$ cat config.mk
export PLATFORM = sky130hd
export DESIGN_NAME = hazard_forward_unit
export DESIGN_NICKNAME = d
export VERILOG_FILES = /design/src/rtl/pipe_pkg.sv /design/src/rtl/fwd_select.sv /design/src/rtl/hazard_forward_unit.sv
export SDC_FILE = /design/constraint.sdc
export NUM_CORES = 1
export LEC_CHECK = 0
export ABC_CLOCK_PERIOD_IN_PS = 3300
export CAP_MARGIN = 20
export CORE_MARGIN = 3
export CORE_UTILIZATION = 50
export CTS_CLUSTER_DIAMETER = 80
export DETAILED_ROUTE_END_ITERATION = 8
export PLACE_DENSITY = 0.83
export SETUP_SLACK_MARGIN = 0.1
export SLEW_MARGIN = 0
export SYNTH_ARGS = -nofsm -noshare
export SYNTH_HDL_FRONTEND = slang
export SYNTH_HIERARCHICAL = 1
export SYNTH_SLANG_ARGS = --single-unit
$ cat constraint.sdc
create_clock -name clk -period 3.3 [get_ports clk]
set_clock_uncertainty 0.2 [all_clocks]
set_input_delay 0.66 -clock clk [delete_from_list [all_inputs] [get_ports clk]]
set_output_delay 0.66 -clock clk [all_outputs]
set_load 0.01 [all_outputs]
$ cat src/rtl/pipe_pkg.sv
// rtl/pipe_pkg.sv - forwarding select codes, stage-tag type and tag compare helper
package pipe_pkg;

    localparam int REG_AW_DEF = 5;

    localparam logic [1:0] FWD_REGFILE = 2'b00;
    localparam logic [1:0] FWD_WB      = 2'b01;
    localparam logic [1:0] FWD_MEM     = 2'b10;

    typedef struct packed {
        logic                  valid;
        logic [REG_AW_DEF-1:0] rd;
        logic                  reg_write;
        logic                  mem_read;
    } stage_tag_t;

    localparam int         TAG_W    = $bits(stage_tag_t);
    localparam stage_tag_t TAG_NONE = '0;

    // x0 is hardwired to zero, so a producer targeting it never matches.
    function automatic logic tag_match(input stage_tag_t t,
                                       input logic [REG_AW_DEF-1:0] src,
                                       input logic uses);
        return t.valid & t.reg_write & (t.rd != '0) & (t.rd == src) & uses;
    endfunction

endpackage

$ cat src/rtl/fwd_select.sv
// rtl/fwd_select.sv - forwarding select and load-hit detect for one source operand
module fwd_select
    import pipe_pkg::*;
(
    input  stage_tag_t             ex_tag_i,
    input  stage_tag_t             mem_tag_i,
    input  logic [REG_AW_DEF-1:0]  src_i,
    input  logic                   uses_i,
    output logic [1:0]             sel_o,
    output logic                   load_hit_o
);

    logic ex_hit;
    logic mem_hit;
    logic unused_mem_ld;

    assign ex_hit        = tag_match(ex_tag_i, src_i, uses_i);
    assign mem_hit       = tag_match(mem_tag_i, src_i, uses_i);
    assign load_hit_o    = ex_hit & ex_tag_i.mem_read;
    assign unused_mem_ld = mem_tag_i.mem_read;

    // The younger EX producer wins over MEM; a load in EX cannot forward yet.
    always_comb begin
        sel_o = FWD_REGFILE;
        if (ex_hit && !ex_tag_i.mem_read) begin
            sel_o = FWD_MEM;
        end else if (mem_hit) begin
            sel_o = FWD_WB;
        end
    end

endmodule

$ cat src/rtl/hazard_forward_unit.sv
// rtl/hazard_forward_unit.sv - EX operand forwarding selects plus load-use/flush stall control
// Optional mul/div occupancy stall enabled by defining HFU_MULDIV_EN.
module hazard_forward_unit
    import pipe_pkg::*;
#(
    parameter int REG_AW     = REG_AW_DEF,
    parameter int MULDIV_LAT = 4
) (
    input  logic              clk,
    input  logic              rst,
    input  logic              id_valid,
    input  logic [REG_AW-1:0] id_rs1,
    input  logic [REG_AW-1:0] id_rs2,
    input  logic              id_uses_rs1,
    input  logic              id_uses_rs2,
    input  logic [REG_AW-1:0] id_rd,
    input  logic              id_reg_write,
    input  logic              id_mem_read,
    input  logic              id_muldiv,
    input  logic              ex_flush,
    output logic [1:0]        ForwardA,
    output logic [1:0]        ForwardB,
    output logic              stall,
    output logic              bubble
);

    stage_tag_t id_tag;
    stage_tag_t ex_q, mem_q, wb_q;
    logic [1:0] sel_a, sel_b;
    logic [1:0] fwd_a_q, fwd_b_q;
    logic       ld_a, ld_b, load_use;
    logic       muldiv_busy;
    logic       unused_wb;

    assign id_tag.valid     = id_valid;
    assign id_tag.rd        = id_rd;
    assign id_tag.reg_write = id_reg_write;
    assign id_tag.mem_read  = id_mem_read;

    fwd_select u_fwd_a (
        .ex_tag_i   (ex_q),
        .mem_tag_i  (mem_q),
        .src_i      (id_rs1),
        .uses_i     (id_valid & id_uses_rs1),
        .sel_o      (sel_a),
        .load_hit_o (ld_a)
    );

    fwd_select u_fwd_b (
        .ex_tag_i   (ex_q),
        .mem_tag_i  (mem_q),
        .src_i      (id_rs2),
        .uses_i     (id_valid & id_uses_rs2),
        .sel_o      (sel_b),
        .load_hit_o (ld_b)
    );

    assign load_use = ld_a | ld_b;
    // Gated by rst so stall/bubble drop in the same cycle reset is asserted.
    assign stall    = !rst & !ex_flush & (load_use | muldiv_busy);
    assign bubble   = !rst & (ex_flush | (load_use & !muldiv_busy));

`ifdef HFU_MULDIV_EN
    localparam int CNT_W = $clog2(MULDIV_LAT) + 1;
    logic [CNT_W-1:0] cnt_q;
    logic             unused_md;

    assign muldiv_busy = (cnt_q != '0);
    assign unused_md   = 1'b0;

    always_ff @(posedge clk or posedge rst) begin
        if (rst) begin
            cnt_q <= '0;
        end else if (ex_flush) begin
            cnt_q <= '0;
        end else if (muldiv_busy) begin
            cnt_q <= cnt_q - 1'b1;
        end else if (!bubble && id_valid && id_muldiv) begin
            cnt_q <= CNT_W'(MULDIV_LAT - 1);
        end
    end
`else
    logic unused_md;

    assign muldiv_busy = 1'b0;
    assign unused_md   = id_muldiv ^ (MULDIV_LAT == 0);
`endif

    assign unused_wb = ^wb_q;

    always_ff @(posedge clk or posedge rst) begin
        if (rst) begin
            ex_q    <= TAG_NONE;
            mem_q   <= TAG_NONE;
            wb_q    <= TAG_NONE;
            fwd_a_q <= FWD_REGFILE;
            fwd_b_q <= FWD_REGFILE;
        end else begin
            wb_q <= mem_q;
            // A busy mul/div keeps its EX slot and the selects of the op in EX.
            if (muldiv_busy && !ex_flush) begin
                mem_q <= TAG_NONE;
            end else begin
                mem_q   <= ex_q;
                ex_q    <= bubble ? TAG_NONE : id_tag;
                fwd_a_q <= bubble ? FWD_REGFILE : sel_a;
                fwd_b_q <= bubble ? FWD_REGFILE : sel_b;
            end
        end
    end

    assign ForwardA = fwd_a_q;
    assign ForwardB = fwd_b_q;

endmodule

== Word-level counts from Yosys, hierarchy flattened ==
Index checks and enable logic that the tools add are counted.
Cells by class
  eq/ne operators: 4
  multiplexer cells: 7
  bitwise operators: 21
  reductions and logical operators: 7
Operators with widths (count)
  $eq A5 B5 Y1: 4
  $and A1 B1 Y1: 19
  $reduce_bool A5 Y1: 2
  $mux W2: 4
  $mux W8: 1
  $logic_not A1 Y1: 3
  $logic_and A1 B1 Y1: 2
  $mux W1: 2
  $or A1 B1 Y1: 2
Storage, ports and cells
  bits in registers: 19
  bits of input ports: 24
  output and inout bits: 6
  logic and storage cells: 48

== Depth between registers and ports, before layout ==
Gate-level depths: netlist of run 1.
  word-level depth: 9
  gate-level depth with buffers: 7
  mapped depth without buffers: 6

== Hierarchy ==
The synthesis of run 1 kept the hierarchy.
By module, submodules not included
  hazard_forward_unit: times used 1, cells an instance 41, area an instance 688.2 um^2, seq. area each 500.5 um^2
  fwd_select: times used 2, cells an instance 24, area an instance 183.9 um^2, seq. area each 0.0 um^2

== Worst setup path after synthesis of run 1 ==
OpenSTA, ideal clock, no wires.
  path type: input to output
  from: in id_rs2[3]
  to: out stall
  arrival time: 1.724 ns
  data required time: 2.440 ns
  setup slack: 0.716 ns
  cell stages on the path: 6
  path buffers: 0
  path through: xor2_1 > a2111oi_2 > nand4_1 > nor2_1 > nor2_1 > nor3_1
On the way
  longest elaborated chain between the ends: 6
RTL lines
  from (decl): RTL line hazard_forward_unit.sv:13  | input logic [REG_AW-1:0] id_rs2,
  $eq A5 B5 Y1: RTL line pipe_pkg.sv:24  | return t.valid & t.reg_write & (t.rd != '0) & (t.rd == src) & uses;
  $and A1 B1 Y1 (2 in a row): RTL line pipe_pkg.sv:24
  $and A1 B1 Y1: RTL line fwd_select.sv:19  | assign load_hit_o = ex_hit & ex_tag_i.mem_read;
  net ld_b: RTL line hazard_forward_unit.sv:31  | logic ld_a, ld_b, load_use;
  $or A1 B1 Y1: RTL line hazard_forward_unit.sv:58  | assign load_use = ld_a | ld_b;
  $and A1 B1 Y1: RTL line hazard_forward_unit.sv:60  | assign stall = !rst & !ex_flush & (load_use | muldiv_busy);
  to (decl): RTL line hazard_forward_unit.sv:23  | output logic stall,
The timed path passes the listed nets, and every way through them passes these cells.

== Worst setup path after layout of run 1 ==
  from: in id_rs1[4]
  to: out bubble
On the way
  longest elaborated chain between the ends: 7
RTL lines
  from (decl): RTL line hazard_forward_unit.sv:12  | input logic [REG_AW-1:0] id_rs1,
  $eq A5 B5 Y1: RTL line pipe_pkg.sv:24
  $and A1 B1 Y1 (2 in a row): RTL line pipe_pkg.sv:24
  $and A1 B1 Y1: RTL line fwd_select.sv:19
  net ld_a: RTL line hazard_forward_unit.sv:31
  $or A1 B1 Y1: RTL line hazard_forward_unit.sv:58
  $or A1 B1 Y1: RTL line hazard_forward_unit.sv:61  | assign bubble = !rst & (ex_flush | (load_use & !muldiv_busy));
  $and A1 B1 Y1: RTL line hazard_forward_unit.sv:61
  to (decl): RTL line hazard_forward_unit.sv:24  | output logic bubble
The timed path passes the listed nets, and every way through them passes these cells.

==> results.toml, run 1 <==
[outcome]
status = "complete, no violations"

[floorplan]
num_rows = 15
initial_utilization = 0.561
die_area_mm2 = 0.00264
die_w_um = 51.4
ioPinCount = 30
core_area_mm2 = 0.00184
die_h_um = 51.4

[grt]
globalRoute.totalOverflow = 0
grt_first_pass_wirelength_um = 4230
track_usage = 0.224
antenna_found_initial = 0
grt_pass1_vias = 887
grt_max_degree = 32

[routing]
vias = 884
via_per_inst = 5.49
drc = 0
drt-initial-drc-count = 22
wl_per_cell_um = 16.2
wl_um = 2600
dr.pass1.iters = 4
drt.antenna.violating_nets = 0

[sta]
rsz0062_at_grt = "no"
post-route-min-period_ns = 3.14
fin_crit_sh = 0.951
hold_violations = 0
tightest_slew_ns = 0.397
setup_viol = 0
relSlewSlack = 0.735
slew_viol_final = 0
max_freq_ghz = 0.318

[yosys]
synth_area_mm2 = 0.00103
synth_cells = 88
yosysWarnings = 6
avgSynthCellArea_um2 = 11.7
synth_nets = 112

[pwr]
cellPowerDensity_mw_per_mm2 = 321
p_leak_nw = 0.696
p_total_w = 0.000501
ir_worst_vdd_v = 0.000298

[cts]
h-tree-depth = 1
clk_latency_ns = 0.30
path_clk_slew_ns = 0.11
cts_root_buffer = "clkbuf_4"
clockBufferDepth = 2
numCtsBuffers = 3
cts_tree = "built"
clkSinkCount = 19

[setup_path]
crit_family = "buffers and inverters"
critPathCaptureType = "output pin"
crit_slowest_cell = "clkdlybuf4s50_1"
crit_fanout = 2
crit_required_ns = 2.44
crit_buf_inv = 3
crit_type = "in2out"
cp.arrival_ns = 2.28
startpoint_type = "primary input"
cp_slowest_stage_delay_ns = 0.51
path_cells = "clkdlybuf4s50_1 -> inv_2 -> a2111oi_4 -> nand4_1 -> nor2_2 -> or3_4 -> and2_2 -> buf_2"

[job]
cap_violations = 0

[cells_and_area]
diodes = 0
fin_util = 0.848
syn2layout_area_growth_pct = 51.3
fin_nets = 161
final_cell_mix = "19 x dfrtp_1, 18 x clkdlybuf4s50_1, 18 x buf_4"
drive_gt1_frac = 0.382
fillCellCount = 105
final_common_cell = "dfrtp_1"

[placed_design]
port_buffers = 28
place_congestion = 0.811
hpwl_um = 1830

[hold_path]
hp-class = "reg2reg"
state kept, by name (all words and copies together) (netlist names):
name,cells
ex_q,8
mem_q,7
ForwardA,2
ForwardB,2
per-layer routing:
layer	up-vias	GRT usage	share of wire
li1	408	-	-
met1	428	0.257	0.38
met2	39	0.383	0.52
met3	9	0.0496	0.062
met4	0	0.122	0.033
met5	-	0	0
repair_timing:
item	CTS	global route
pin swaps	5	6
hold buffers	0	0
buffers inserted	4	1
gates resized for setup	9	18
endpoints found under the setup margin	2	2
worst reg2reg max path: cells and delay by family, from the launching register on:
family	cells	cell delay, ns
AOI/OAI and AO/OA	3	0.76
xor gates and xnor gates	1	0.24
buffers and inverters	4	0.44
DFF	1	0.49
and+or+nand+nor	1	0.05
power by group:
| part | internal [W] | switching, W |
|---|---|---|
| Clock | 0.0000472 | 0.0000722 |
| Combinational | 0.0000688 | 0.0000511 |
| Sequential | 0.000244 | 0.0000170 |
final cells by class:
class | count | area [µm²] | share of cell area
clock buffer | 4 | 26.3 | 0.0168
inverter | 3 | 11.3 | 0.00722
multi-input combinational | 64 | 591 | 0.379
sequential | 19 | 475 | 0.305
tap | 25 | 31.3 | 0.0200
timing repair buffer | 46 | 425 | 0.273
per-stage QoR:
step                      setup WS, ns  std cells  TNS (ns)  hold slack [ns]  area, µm²
final                            0.160        161         0            0.208       1560
after global routing             0.107        161         0            0.230       1560
after CTS                       0.0921        160         0            0.213       1480
after detailed placement        -0.343        152    -0.619            0.189       1420
after global placement          -0.293        152    -0.530            0.173       1420
after floorplan                  0.716         88         0            0.159       1030
path summary, 6_finish.rpt:
check | slack [ns] | startpoint | cells past startpoint | to
max in group asynchronous | 2.03 | rst | 3 | mem_q[3]
setup reg to reg | 1.00 | ex_q[2] | 9 | ForwardB[0]
hold reg to reg | 0.21 | ex_q[1] | 0 | mem_q[1]
min in group asynchronous | 0.59 | rst | 3 | ForwardA[1]
hold / removal | 0.21 | ex_q[1] | 0 | mem_q[1]
setup / recovery | 0.16 | id_rs1[4] | 8 | bubble
No activity file was read; power rests on OpenSTA's default activity.
==> inputs of run 2 (changes only) <==
--- a/config.mk
+++ b/config.mk
@@ -11,6 +11,7 @@
 export CORE_UTILIZATION = 50
 export CTS_CLUSTER_DIAMETER = 80
 export DETAILED_ROUTE_END_ITERATION = 8
+export HOLD_SLACK_MARGIN = 0.05
 export PLACE_DENSITY = 0.83
 export SETUP_SLACK_MARGIN = 0.1
 export SLEW_MARGIN = 0
==> results of run 2 <==
Same layout as run 1: the final DEF is identical, and so are final timing and power.
